==> src/rtl/reservatorio_rolhas.sv <==
// Cork-reservoir controller.
// Keeps a two-digit BCD cork count. The count goes up on each cork from the chute
// and down on each cork consumed. The refill valve opens while the level is low,
// and a fault is raised if refilling stalls.
// Ports:
//   clock, reset (async active-low)       - clocking / reset
//   tick                                  - timebase strobe for the refill watchdog
//   enabled                               - production line running
//   consume, refill_pulse                 - one cork out / one cork in
//   alarm_ack                             - operator clears the refill fault
//   rolhas_dezenas, rolhas_unidades       - BCD count digits
//   RO                                    - corks available (count != 00)
//   VE, ALARME                            - refill valve open / refill fault
//   underflow                             - consume attempted at count 00
//   state                                 - 00 IDLE, 01 REFILL, 10 FAULT
module reservatorio_rolhas #(
   parameter int unsigned LOW_LEVEL     = 5,
   parameter int unsigned FULL_LEVEL    = 20,
   parameter int unsigned TIMEOUT_TICKS = 8
) (
   input  logic       clock,
   input  logic       reset,
   input  logic       tick,
   input  logic       enabled,
   input  logic       consume,
   input  logic       refill_pulse,
   input  logic       alarm_ack,
   output logic [3:0] rolhas_dezenas,
   output logic [3:0] rolhas_unidades,
   output logic       RO,
   output logic       VE,
   output logic       ALARME,
   output logic       underflow,
   output logic [1:0] state
);

   localparam int unsigned DIG_W = 4;
   localparam int unsigned CNT_W = 7;
   localparam int unsigned TMR_W = 4;
   localparam int unsigned ST_W  = 2;

   localparam logic [ST_W-1:0] ST_IDLE   = 2'b00;
   localparam logic [ST_W-1:0] ST_REFILL = 2'b01;
   localparam logic [ST_W-1:0] ST_FAULT  = 2'b10;

   logic [DIG_W-1:0] dez_d, uni_d;
   logic             uf_d, ro_d;
   logic [ST_W-1:0]  st_d;
   logic [TMR_W-1:0] tmr_q, tmr_d;
   logic             ve_d, alarme_d;
   logic [CNT_W-1:0] cnt_bin;

   // Binary view of the registered count for the level thresholds
   assign cnt_bin = CNT_W'(rolhas_dezenas) * CNT_W'(10) + CNT_W'(rolhas_unidades);

   // BCD up/down count; simultaneous in/out cancels, including at 00
   always_comb begin
      dez_d = rolhas_dezenas;
      uni_d = rolhas_unidades;
      uf_d  = 1'b0;
      if (refill_pulse && !consume) begin
         if (!(rolhas_dezenas == DIG_W'(9) && rolhas_unidades == DIG_W'(9))) begin
            if (rolhas_unidades == DIG_W'(9)) begin
               uni_d = '0;
               dez_d = DIG_W'(rolhas_dezenas + DIG_W'(1));
            end else begin
               uni_d = DIG_W'(rolhas_unidades + DIG_W'(1));
            end
         end
      end else if (consume && !refill_pulse) begin
         if (rolhas_dezenas == '0 && rolhas_unidades == '0) begin
            uf_d = 1'b1;
         end else if (rolhas_unidades == '0) begin
            uni_d = DIG_W'(9);
            dez_d = DIG_W'(rolhas_dezenas - DIG_W'(1));
         end else begin
            uni_d = DIG_W'(rolhas_unidades - DIG_W'(1));
         end
      end
      ro_d = (dez_d != '0) || (uni_d != '0);
   end

   // State register (also the state output)
   always_ff @(posedge clock or negedge reset) begin
      if (!reset) begin
         state <= ST_IDLE;
         tmr_q <= '0;
      end else begin
         state <= st_d;
         tmr_q <= tmr_d;
      end
   end

   // Next-state and watchdog timer; the timer restarts on every state change
   always_comb begin
      st_d  = state;
      tmr_d = tmr_q;
      case (state)
         ST_IDLE: begin
            tmr_d = '0;
            if (enabled && cnt_bin <= CNT_W'(LOW_LEVEL)) st_d = ST_REFILL;
         end
         ST_REFILL: begin
            if (refill_pulse)  tmr_d = '0;
            else if (tick)     tmr_d = TMR_W'(tmr_q + TMR_W'(1));
            if (cnt_bin >= CNT_W'(FULL_LEVEL))
               st_d = ST_IDLE;
            else if (!enabled)
               st_d = ST_IDLE;
            else if (tick && !refill_pulse && tmr_q == TMR_W'(TIMEOUT_TICKS - 1))
               st_d = ST_FAULT;
         end
         ST_FAULT: begin
            tmr_d = '0;
            if (alarm_ack) st_d = ST_IDLE;
         end
         default: begin
            st_d  = ST_IDLE;
            tmr_d = '0;
         end
      endcase
      if (st_d != state) tmr_d = '0;
   end

   // Moore outputs decoded from the next state so they register alongside it
   always_comb begin
      ve_d     = (st_d == ST_REFILL);
      alarme_d = (st_d == ST_FAULT);
   end

   // Registered count and outputs
   always_ff @(posedge clock or negedge reset) begin
      if (!reset) begin
         rolhas_dezenas  <= '0;
         rolhas_unidades <= '0;
         RO              <= 1'b0;
         underflow       <= 1'b0;
         VE              <= 1'b0;
         ALARME          <= 1'b0;
      end else begin
         rolhas_dezenas  <= dez_d;
         rolhas_unidades <= uni_d;
         RO              <= ro_d;
         underflow       <= uf_d;
         VE              <= ve_d;
         ALARME          <= alarme_d;
      end
   end

endmodule

==> config.mk <==
export PLATFORM = sky130hd
export DESIGN_NAME = reservatorio_rolhas
export DESIGN_NICKNAME = d
export VERILOG_FILES = /design/src/rtl/reservatorio_rolhas.sv
export SDC_FILE = /design/constraint.sdc
export NUM_CORES = 1
export LEC_CHECK = 0
export CORE_ASPECT_RATIO = 1.75
export CORE_MARGIN = 2
export CORE_UTILIZATION = 54
export CTS_CLUSTER_DIAMETER = 50
export DETAILED_ROUTE_END_ITERATION = 16
export PLACE_DENSITY = 0.8
export SKIP_CTS_REPAIR_TIMING = 1
export SYNTH_ARGS = -nofsm -noshare
export SYNTH_HDL_FRONTEND = slang
export SYNTH_SLANG_ARGS = --single-unit
==> constraint.sdc <==
create_clock -name clock -period 3.3 [get_ports clock]
set_input_delay 0.66 -clock clock [delete_from_list [all_inputs] [get_ports clock]]
set_output_delay 0.66 -clock clock [all_outputs]
set_load 0.05 [all_outputs]
---- Word level (Yosys, flattened, before mapping) ----
Cells that the tools add are included.
cells by class
  add/subtract/negate cells ............... 6
  $mul .................................... 1
  div/mod/pow operators ................... 0
  $lt $le $gt $ge ......................... 2
  equal/unequal tests ..................... 9
  shift operators ......................... 0
  mux-type cells .......................... 25
  bitwise gates (word level) .............. 0
  reductions and logical operators ........ 15
operators by type and width
  operator                                              count
  2-to-1 mux 4 bit                                      16
  adder 4 x 1 -> 4 bit (second input constant)          3
  2-to-1 mux 2 bit                                      5
  == test 4 bit (second input constant)                 2
  zero test 4 bit                                       2
  nonzero test 4 bit                                    2
  subtractor 4 x 1 -> 4 bit (second input constant)     2
  adder 7 x 4 -> 7 bit                                  1
  >= comparator 7 x 5 -> 1 bit (second input constant)  1
  <= comparator 7 x 3 -> 1 bit (second input constant)  1
  logical AND 1 bit                                     7
  multiplier 4 x 3 -> 6 bit (second input constant)     1
  case mux 2 bit (3 select lines)                       1
  == test 2 x 1 -> 1 bit (second input constant)        2
  == test 2 bit (second input constant)                 2
  == test 4 x 3 -> 1 bit (second input constant)        1
  != test 4 bit (second input constant)                 1
  2-to-1 mux 1 bit                                      3
  zero test 1 bit                                       2
  zero test 2 bit                                       1
  != test 2 bit                                         1
  logical OR 1 bit                                      1
storage, ports and cells
  register bits after elaboration ......... 18
  bits in latches ......................... 0
  RAM bits ................................ 0
  bits in read-only memories .............. 0
  bits of input ports ..................... 7
  memories ................................ 0

---- Logic depth before layout (Yosys ltp) ----
Gate-level depths: netlist (run 1).
  word-level depth ........................ 9
  mapped depth ............................ 8

---- Worst setup path after synthesis (run 1) ----
Ideal clock, no wire load.
  path type ............................... register to register
  start point ............................. register rolhas_dezenas[1]
  end point ............................... register tmr_q[0]
  setup time .............................. 0.088 ns
  arrival ................................. 2.730 ns
  data required time ...................... 3.212 ns
  path slack .............................. 0.482 ns
  cell stages (with the launch flop) ...... 8
  period minus slack after synthesis ...... 2.818 ns
  cells stage by stage .................... dfrtp_1 -> ha_1 -> ha_1 -> fa_1 -> o21a_1 -> nor4b_1 -> o2111ai_1 -> nor3_1
on the way
  word-level cells in the longest chain between the ends .. 8
  elaborated cells on any way between the ends .. 11
  those cells by class .................... 1 x add/sub; 1 x mul; 2 x order compare; 2 x eq/ne; 4 x mux; 1 x reduce/logical
RTL lines
  item                                                         line  RTL
  start: declaration                                           28    output logic [3:0] rolhas_dezenas,
  start signal: assignment                                     141   rolhas_dezenas <= dez_d;
  multiplier 4 x 3 -> 6 bit *                                  54    assign cnt_bin = CNT_W'(rolhas_dezenas) * CNT_W'(10) + CNT_W'(rolhas_unidades);
  adder 7 x 4 -> 7 bit *                                       54
  <= comparator 7 x 3 -> 1 bit                                 101   if (enabled && cnt_bin <= CNT_W'(LOW_LEVEL)) st_d = ST_REFILL;
  logical AND 1 bit                                            101
  2-to-1 mux 2 bit                                             101
  case mux 2 bit (3 select lines) *                            98    case (state)
  != test 2 bit *                                              122   if (st_d != state) tmr_d = '0;
  != test 4 bit (no line) or 2-to-1 mux 4 bit (tied branches)  -
  end signal: assignment                                       90    tmr_q <= tmr_d;
  end: declaration                                             49    logic [TMR_W-1:0] tmr_q, tmr_d;
Mark *: on every way between the ends. The rest lies on a longest branch, timed or not.
A chain may end at the register's enable or synchronous reset.

---- Worst setup path after layout (run 1) ----
  start point ............................. register rolhas_dezenas[3]
  end point ............................... register tmr_q[3]
The elaborated chain is that of the path after synthesis.

==> results of run 1 <==
==> cell families after synthesis <==
kind of cell             count (synthesis)  share of synthesized area
AND/OR/NAND/NOR                         61                      0.264
AO/OA/AOI/OAI                           35                      0.176
flip-flops                              18                      0.317
buffers and inverters                   14                     0.0467
adder cells (fa/ha/maj)                 14                      0.134
XOR/XNOR                                 9                     0.0555
multiplexers                             1                    0.00704
==> flip-flops by register name (all words and copies together), names as in the netlist <==
signal	cells
underflow	1
ALARME	1
state	2
rolhas_unidades	4
RO	1
VE	1
rolhas_dezenas	4
tmr_q	4
==> worst paths after layout <==
path                                                  start                          end  slack (ns)  cells past startpoint
worst min-delay path                     state[1]$_DFF_PN0_             ALARME$_DFF_PN0_        0.57                      2
min in group asynchronous                             reset  rolhas_dezenas[1]$_DFF_PN0_        0.86                      1
worst max-delay path            rolhas_dezenas[3]$_DFF_PN0_         tmr_q[3]$_DFFE_PN0P_        0.49                      7
max in group asynchronous                             reset          underflow$_DFF_PN0_        1.96                      1
worst min register to register           state[1]$_DFF_PN0_             ALARME$_DFF_PN0_        0.57                      2
worst max register to register  rolhas_dezenas[3]$_DFF_PN0_         tmr_q[3]$_DFFE_PN0P_        0.49                      7
==> worst max-delay path: cells and delay by family (launching register included) <==
kind                     cells  cell delay, ns
AND/OR/NAND/NOR              2            0.68
flip-flops                   1            0.46
adder cells (fa/ha/maj)      3            1.04
AO/OA/AOI/OAI                2            0.53
==> where the power goes <==
group | total, mW | switching, mW | internal [mW]
Combinational | 0.976 | 0.584 | 0.392
Clock | 0.178 | 0.0718 | 0.106
Sequential | 0.400 | 0.133 | 0.267
Total | 1.55 | 0.789 | 0.765
==> routing by layer <==
layer,GRT usage,up-vias
li1,-,605
met1,0.260,598
met2,0.453,40
met3,0.0327,10
met4,0.128,0
met5,0,-
==> Yosys cell counts, types with 2 or more instances <==
| master | instances |
|---|---|
| dfrtp_1 | 18 |
| fa_1 | 2 |
| nand4_1 | 3 |
| a31oi_1 | 3 |
| a21oi_1 | 6 |
| nand2_1 | 14 |
| nor2_1 | 6 |
| nand2b_1 | 2 |
| nand3_1 | 8 |
| nor3b_1 | 2 |
| o21ai_0 | 8 |
| and3b_1 | 3 |
| nor2b_1 | 2 |
| buf_2 | 5 |
| ha_1 | 12 |
| and3_1 | 3 |
| xnor2_1 | 4 |
| xor2_1 | 5 |
| o22ai_1 | 3 |
| inv_1 | 8 |
| nor3_1 | 6 |
| nor4b_1 | 2 |
==> metrics by stage <==
stage                util  instance area (µm²)  hold WS (ns)
finish              0.677                 1690         0.574
detailed placement  0.655                 1630         0.566
floorplan               -                 1420         0.364
global route        0.677                 1690         0.636
global placement    0.655                 1630         0.543
CTS                 0.677                 1690         0.582
==> layout make-up <==
type                    count  area share
repair buffers             22       0.128
flip-flops and latches     18       0.267
well taps                  26      0.0193
inverters                   8      0.0178
multi-input cells         120       0.536
clock buffers               4      0.0326
==> results.md, run 1 <==
- Biggest cell delay along the critical path: 0.51 ns
- Total clock sinks: 18
- Port Buffer Count: 20
- H-tree levels: 1
- Synth area leaders: dfrtp_1 (32%), ha_1 (11%), nand2_1 (3.7%)
- Least-Margin Pin Slew: 0.774 ns
- Clk buf depth: 2
- Top sig layer: met4
- Post-synthesis sequential area ratio: 0.317
- Asr flop ratio synth: 1.00
- Top cell type's share of synthesized area: 0.317
- Endpoints failing setup: 0
- Post-synth EDFFs: 0
- PD cells: 921 nW/µm²
- Leakage power: 0.759 nW
- Routed met2 length: 1.85 mm
- Main synth FF type: dfrtp_1
- CTS Buf Count: 3
- Final Hold Viols: 0
- Tcrit/Tclk final: 0.850
- Max-slew violation count: 0
- FP Rows: 24
- Placed cells: 194
- Die height: 71.9 µm
- First-pass GRT wire length: 5.71 mm
- Layout cell share with drive strength beyond 1: 0.0814
- Layout overhead on the synthesized area: 18.8%
- Area leader, netlist: dfrtp_1
- Fin Clk Skew: 0.00239 ns
- Vias in the first global route: 1284
- Final Critical Period: 2.81 ns
- Initial antenna violation count: 0
- DRC errors left: 0
- Total core area: 2490 µm²
- Metal3 WL: 113 µm
- Clock transition at path regs: 0.07 ns
- Worst IR Drop VDD: 0.540 mV
- Synth Register Bits: 18
- CTS root buf: clkbuf_8
- Worst setup margin: 0.494 ns
- Critical path cell sequence: ha_1 -> ha_1 -> fa_1 -> o21a_1 -> nor4b_1 -> o2111ai_1 -> nor3_1
- Status: finished clean
- Drt first-iter violations: 28
- Initial core utilization: 0.570
- GRT overflow: 0
- Die W: 42.8 µm
- Most frequent cells in the layout: clkdlybuf4s50_1 (20), dfrtp_1 (18), nand2_1 (14)
- Gpl congestion: 0.901
- Max Cap Viol: 0
- Total Power: 1.55 mW
- DIE AREA: 3070 µm²
- Via Count: 1253
- Antenna-violating nets left: 0
- HPWL Detailed: 2.58 mm
- Final std cells w/o fill: 198
- DRT met1 WL: 1.28 mm
- Critical Path Most Common Cell: ha_1
- RSZ-0062 raised after global routing: no
- Sequential standard cell area: 450 µm²
- Via density per instance: 6.33
- Total negative setup slack: 0 ns
- Routed wire per std cell: 16.9 µm
- Critical path arrival: 2.96 ns
- Crit. End Element: flip-flop
- Fmax: 356 MHz
- CTS tree: built
- Setup WS pre-CTS: 0.430 ns
- Syn_area_per_cell: 9.35 µm²
- Antenna cells: 0
- Slew headroom: 0.482
- CP max stage cell: fa_1
- Startpoint types: flip-flop
- Fin nets: 194
- Multi-input logic area: 905 µm²
- Data required, critical path: 3.46 ns
- Drt total wl: 3.34 mm
- Mapped Cells: 152
- Commonest non-fill, non-tap cell in the layout: clkdlybuf4s50_1
- # fillers: 194
- Worst Path Max Fanout: 8
- Net count after synthesis: 173
- Synth cell types: 49
- Clk Latency, worst-skew pair: 0.25 ns
- Worst hold path type: reg -> reg
- Total global-route track usage: 0.246
- Largest net degree at the start of global routing: 19
- WS Path Type: reg -> reg
- DRT Pass-1 Iters: 5
- Synth warn: 0
- Post-Syn Area: 1420 µm²
- Ports: 21
Note: power is estimated with default switching activity, not from simulation.
==> inputs of run 2 (changes only) <==
--- a/config.mk
+++ b/config.mk
@@ -7,10 +7,9 @@
 export LEC_CHECK = 0
 export CORE_ASPECT_RATIO = 1.75
 export CORE_MARGIN = 2
-export CORE_UTILIZATION = 54
+export CORE_UTILIZATION = 40
 export CTS_CLUSTER_DIAMETER = 50
 export DETAILED_ROUTE_END_ITERATION = 16
-export PLACE_DENSITY = 0.8
 export SKIP_CTS_REPAIR_TIMING = 1
 export SYNTH_ARGS = -nofsm -noshare
 export SYNTH_HDL_FRONTEND = slang
==> results.md, run 2 (synthesis gave the netlist of run 1 again) <==
- Startpoint types: flip-flop
- Data required, critical path: 3.46 ns (about the same)
- Clock transition at path regs: 0.07 ns (about the same)
- DP Area: 1660 µm² (+1.5%)
- Worst Path Max Fanout: 8 (unchanged)
- Status: finished clean
- Least-Margin Pin Slew: 0.763 ns (-0.0112 ns)
- Leakage power: 0.759 nW (unchanged)
- Routed wire per std cell: 14.7 µm (-13%)
- HPWL Detailed: 2.54 mm (-1.8%)
- Fin Clk Skew: 0.00114 ns (-0.00125 ns)
- Total negative setup slack: 0 ns (unchanged)
- Layout overhead on the synthesized area: 20.4%
- GRT overflow: 0 (unchanged)
- Net Sw Power: 0.771 mW (-2.2%)
- Die height: 82.9 µm (+15%)
- Die W: 49.1 µm (+15%)
- Finished Cell Area: 1710 µm² (+1.4%)
- Metal3 WL: 118 µm (+4.4%)
- Initial core utilization: 0.418 (-0.152)
- Layout Utilization: 0.504 (-0.174)
- Port Buffer Count: 20 (unchanged)
- Setup WS pre-CTS: 0.475 ns (+0.0450 ns)
- Fmax: 356 MHz (about the same)
- Tcrit/Tclk final: 0.850 (about the same)
- DRT met1 WL: 1.21 mm (-4.8%)
- PD cells: 896 nW/µm² (-2.7%)
- Via density per instance: 5.70 (-9.9%)
- Crit. End Element: flip-flop
- Vias in the first global route: 1171 (-8.8%)
- CTS tree: built
- Internal power: 0.763 mW (-0.31%)
- Initial antenna violation count: 0 (unchanged)
- Top sig layer: met4
- Largest regs: rolhas_dezenas x4, rolhas_unidades x4, tmr_q x4
- Endpoints failing setup: 0 (unchanged)
- Clk buf depth: 2 (unchanged)
- Switch share: 0.503 (-0.00490)
- Combinational share of power: 0.622 (-0.006)
- Worst IR Drop VDD: 0.373 mV (-31%)
- Drt total wl: 3.19 mm (-4.4%)
- Fin nets: 194 (unchanged)
- Sequential power share: 0.264 (+0.007)
- Final Critical Period: 2.81 ns (+0.000369 ns)
- Routed met2 length: 1.79 mm (-3.1%)
- DRT Pass-1 Iters: 4 (-1)
- Ports: 21 (unchanged)
- Clk Latency, worst-skew pair: 0.25 ns (about the same)
- Commonest non-fill, non-tap cell in the layout: clkdlybuf4s50_1
- Worst setup margin: 0.494 ns (-0.000369 ns)
- RSZ-0062 raised after global routing: no
- Slew headroom: 0.490 (+0.00750)
- Antenna cells: 0 (unchanged)
- Clock group share of total power: 0.114 (about the same)
- Via Count: 1237 (-1.3%)
- Antenna-violating nets left: 0 (unchanged)
- Total core area: 3400 µm² (+36%)
- WS Path Type: reg -> reg
- Worst hold path type: reg -> reg
- Critical path arrival: 2.96 ns (about the same)
- FP Rows: 28 (+17%)
- Drt first-iter violations: 24 (-14%)
- Final Hold Viols: 0 (unchanged)
- Largest net degree at the start of global routing: 19 (unchanged)
- Reg2reg setup slack: 0.49 ns (about the same)
- Most frequent cells in the layout: clkdlybuf4s50_1 (20), dfrtp_1 (18), nand2_1 (14)
- Max Cap Viol: 0 (unchanged)
- CTS root buf: clkbuf_8
- DIE AREA: 4060 µm² (+32%)
- Max-slew violation count: 0 (unchanged)
- DRC errors left: 0 (unchanged)
- Total global-route track usage: 0.165 (-0.0807)
- Total Power: 1.53 mW (-1.3%)
- Layout cell share with drive strength beyond 1: 0.0814 (unchanged)
- H-tree levels: 1 (unchanged)
- Total clock sinks: 18 (unchanged)
- CTS Buf Count: 3 (unchanged)
- First-pass GRT wire length: 5.26 mm (-7.9%)
- Gpl congestion: 0.798 (-11%)
==> run 2: final cells by class <==
cell class,instances,area (µm²)
clock buffers,4,55.1
fillers,338,1690
inverters,8,30.0
multi-input cells,120,905
flip-flops and latches,18,450
well taps,45,56.3
repair buffers,22,215
==> run 2: path summary, 6_finish.rpt <==
check / from / end / depth (start not counted)
worst max register to register: rolhas_dezenas[3]$_DFF_PN0_ / VE$_DFF_PN0_ / 7
max in group asynchronous: reset / state[0]$_DFF_PN0_ / 1
worst min register to register: state[1]$_DFF_PN0_ / ALARME$_DFF_PN0_ / 2
worst min-delay path: state[1]$_DFF_PN0_ / ALARME$_DFF_PN0_ / 2
worst max-delay path: rolhas_dezenas[3]$_DFF_PN0_ / VE$_DFF_PN0_ / 7
min in group asynchronous: reset / rolhas_dezenas[1]$_DFF_PN0_ / 1
==> run 2: power by group through the flow <==
stage	registers (mW)	clock network, mW	logic, mW
after floorplan	0.507	0	0.605
after global placement	0.407	0	0.940
after detailed placement	0.410	0	0.954
after CTS	0.406	0.179	0.961
after global routing	0.419	0.185	1.05
final	0.405	0.175	0.954
==> run 2: routing by layer <==
layer  track usage  vias to the layer above
met5             0                        -
met1         0.175                      598
met4        0.0779                        0
li1              -                      604
met2         0.307                       31
met3        0.0234                        4
==> run 2: worst max-delay path: stages, from the launching register on <==
cell and delay [ns]:
dfrtp_1 0.46, ha_1 0.32, ha_1 0.21, fa_1 0.50
o21a_1 0.14, nor4b_1 0.38, o2111ai_1 0.41, o22ai_1 0.30
==> run 2: metrics by stage <==
| step | std cells | hold WS, ns |
|---|---|---|
| 2_1_floorplan | 152 | 0.364 |
| 3_3_place_gp | 213 | 0.546 |
| 3_5_place_dp | 213 | 0.566 |
| 4_1_cts | 217 | 0.581 |
| 5_1_grt | 217 | 0.614 |
| 6_report | 217 | 0.561 |
==> inputs of run 3 (changes only) <==
==> constraint.sdc (replaced) <==
create_clock -name clock -period 3.3 [get_ports clock]
set_input_delay 0.825 -clock clock [delete_from_list [all_inputs] [get_ports clock]]
set_output_delay 0.825 -clock clock [all_outputs]
set_load 0.05 [all_outputs]
==> results.md, run 3 (synthesis gave the netlist of run 1 again) <==
- Status: finished clean
- Drt total wl: 3.15 mm (-1.4%)
- FF-to-FF End: tmr_q[2]$_DFFE_PN0P_
- PD cells: 900 nW/µm² (+0.46%)
- Slew headroom: 0.472 (-0.0177)
- Total global-route track usage: 0.176 (+0.0106)
- Crit. End Element: flip-flop
- Initial antenna violation count: 0 (unchanged)
- Clk buf depth: 2 (unchanged)
- Total clock sinks: 18 (unchanged)
- Worst Path Max Fanout: 11 (+3)
- Port Buffer Count: 20 (unchanged)
- Hold-critical path endpoint: state[1]$_DFF_PN0_
- Critical path arrival: 2.95 ns (about the same)
- Startpoint types: primary input
- Layout overhead on the synthesized area: 21.0%
- CTS tree: built
- WS Path Type: in -> reg
- Leakage power: 0.764 nW (+0.64%)
- Via density per instance: 5.75 (+0.91%)
- Antenna-violating nets left: 0 (unchanged)
- Drt first-iter violations: 40 (+67%)
- Most frequent cells in the layout: clkdlybuf4s50_1 (20), dfrtp_1 (18), nand2_1 (14)
- Die height: 82.9 µm (unchanged)
- H-tree levels: 1 (unchanged)
- Data required, critical path: 3.43 ns (-0.03 ns)
- GRT overflow: 0 (unchanged)
- First-pass GRT wire length: 5.69 mm (+8.0%)
- Ports: 21 (unchanged)
- Reg2reg setup slack: 0.52 ns (+0.03 ns)
- Via Count: 1254 (+1.4%)
- Largest net degree at the start of global routing: 19 (unchanged)
- Fin nets: 195 (+0.52%)
- Min Hold Slack: 0.567 ns (+0.00575 ns)
- Endpoints failing setup: 0 (unchanged)
- Fin Clk Skew: 0.00189 ns (+0.000752 ns)
- DRC errors left: 0 (unchanged)
- Fmax: 354 MHz (-0.52%)
- Commonest non-fill, non-tap cell in the layout: clkdlybuf4s50_1
- RR Startpoint: rolhas_dezenas[3]$_DFF_PN0_
- Worst hold path type: reg -> reg
- Hold path depth: 2 (unchanged)
- DIE AREA: 4060 µm² (unchanged)
- FF-to-FF path depth: 7 (unchanged)
- Routed wire per std cell: 14.4 µm (-1.9%)
- Layout cell share with drive strength beyond 1: 0.0867 (+0.00531)
- Clock transition at path regs: 0.07 ns (about the same)
- Max Cap Viol: 0 (unchanged)
- Placed cells: 214 (+0.47%)
- CTS Buf Count: 3 (unchanged)
- HPWL Detailed: 2.50 mm (-1.4%)
- DRT Pass-1 Iters: 4 (unchanged)
- Worst IR Drop VDD: 0.423 mV (+14%)
- CTS root buf: clkbuf_8
- Total core area: 3400 µm² (unchanged)
- Largest regs: rolhas_dezenas x4, rolhas_unidades x4, tmr_q x4
- Max-slew violation count: 0 (unchanged)
- Final std cells w/o fill: 218 (+0.46%)
- Final Hold Viols: 0 (unchanged)
- Tcrit/Tclk final: 0.855 (+0.00445)
- Die W: 49.1 µm (unchanged)
- Total negative setup slack: 0 ns (unchanged)
- RSZ-0062 raised after global routing: no
- Antenna cells: 0 (unchanged)
- Gpl congestion: 0.890 (+11%)
- Final Critical Period: 2.82 ns (+0.0147 ns)
- Initial core utilization: 0.418 (unchanged)
- FP Rows: 28 (unchanged)
- Least-Margin Pin Slew: 0.789 ns (+0.0264 ns)
- Vias in the first global route: 1221 (+4.3%)
- Min-Delay Startpoint: state[1]$_DFF_PN0_
- Clk Latency, worst-skew pair: 0.25 ns (about the same)
-- run 3: how the worst max path moves through the flow --
stage	from	end	slack, ns	depth (start not counted)
final	refill_pulse	RO$_DFF_PN0_	0.48	6
after CTS	rolhas_dezenas[3]$_DFF_PN0_	tmr_q[2]$_DFFE_PN0P_	0.47	7
after detailed placement	refill_pulse	RO$_DFF_PN0_	0.23	6
after floorplan	rolhas_dezenas[1]$_DFF_PN0_	tmr_q[0]$_DFFE_PN0P_	0.48	7
after global routing	rolhas_dezenas[3]$_DFF_PN0_	ALARME$_DFF_PN0_	0.22	7
after global placement	refill_pulse	RO$_DFF_PN0_	0.32	6
-- run 3: area by class of cell --
class	instances	area [µm²]
clock buffers	4	55.1
fillers	336	1680
inverters	8	30.0
multi-input cells	120	905
flip-flops and latches	18	450
well taps	45	56.3
repair buffers	23	223
-- run 3: per-stage QoR --
| stage | setup slack, ns | util | instance area [µm²] | power, mW |
|---|---|---|---|---|
| floorplan | 0.482 | - | 1420 | 1.11 |
| global placement | 0.325 | 0.490 | 1660 | 1.36 |
| detailed placement | 0.232 | 0.490 | 1660 | 1.38 |
| CTS | 0.467 | 0.506 | 1720 | 1.56 |
| global route | 0.218 | 0.506 | 1720 | 1.69 |
| finish | 0.479 | 0.506 | 1720 | 1.55 |
-- run 3: worst max-delay path: stages --
cell             delay (ns)
clkdlybuf4s50_1        0.62
nor4b_4                0.53
o21ai_0                0.16
a2bb2oi_1              0.18
a211oi_2               0.18
or4b_1                 0.44
-- run 3: power by group --
part / internal, mW / switching [mW] / total [mW]
clock network: 0.106 / 0.0748 / 0.181
logic: 0.396 / 0.592 / 0.988
registers: 0.267 / 0.111 / 0.378
-- run 3: layer usage --
metal / GRT usage / wire (µm) / vias to the layer above
met3: 0.0270 / 107 / 4
met2: 0.313 / 1710 / 32
met1: 0.210 / 1280 / 613
met4: 0.0545 / 42 / 0
met5: 0 / 0 / -
li1: - / - / 605
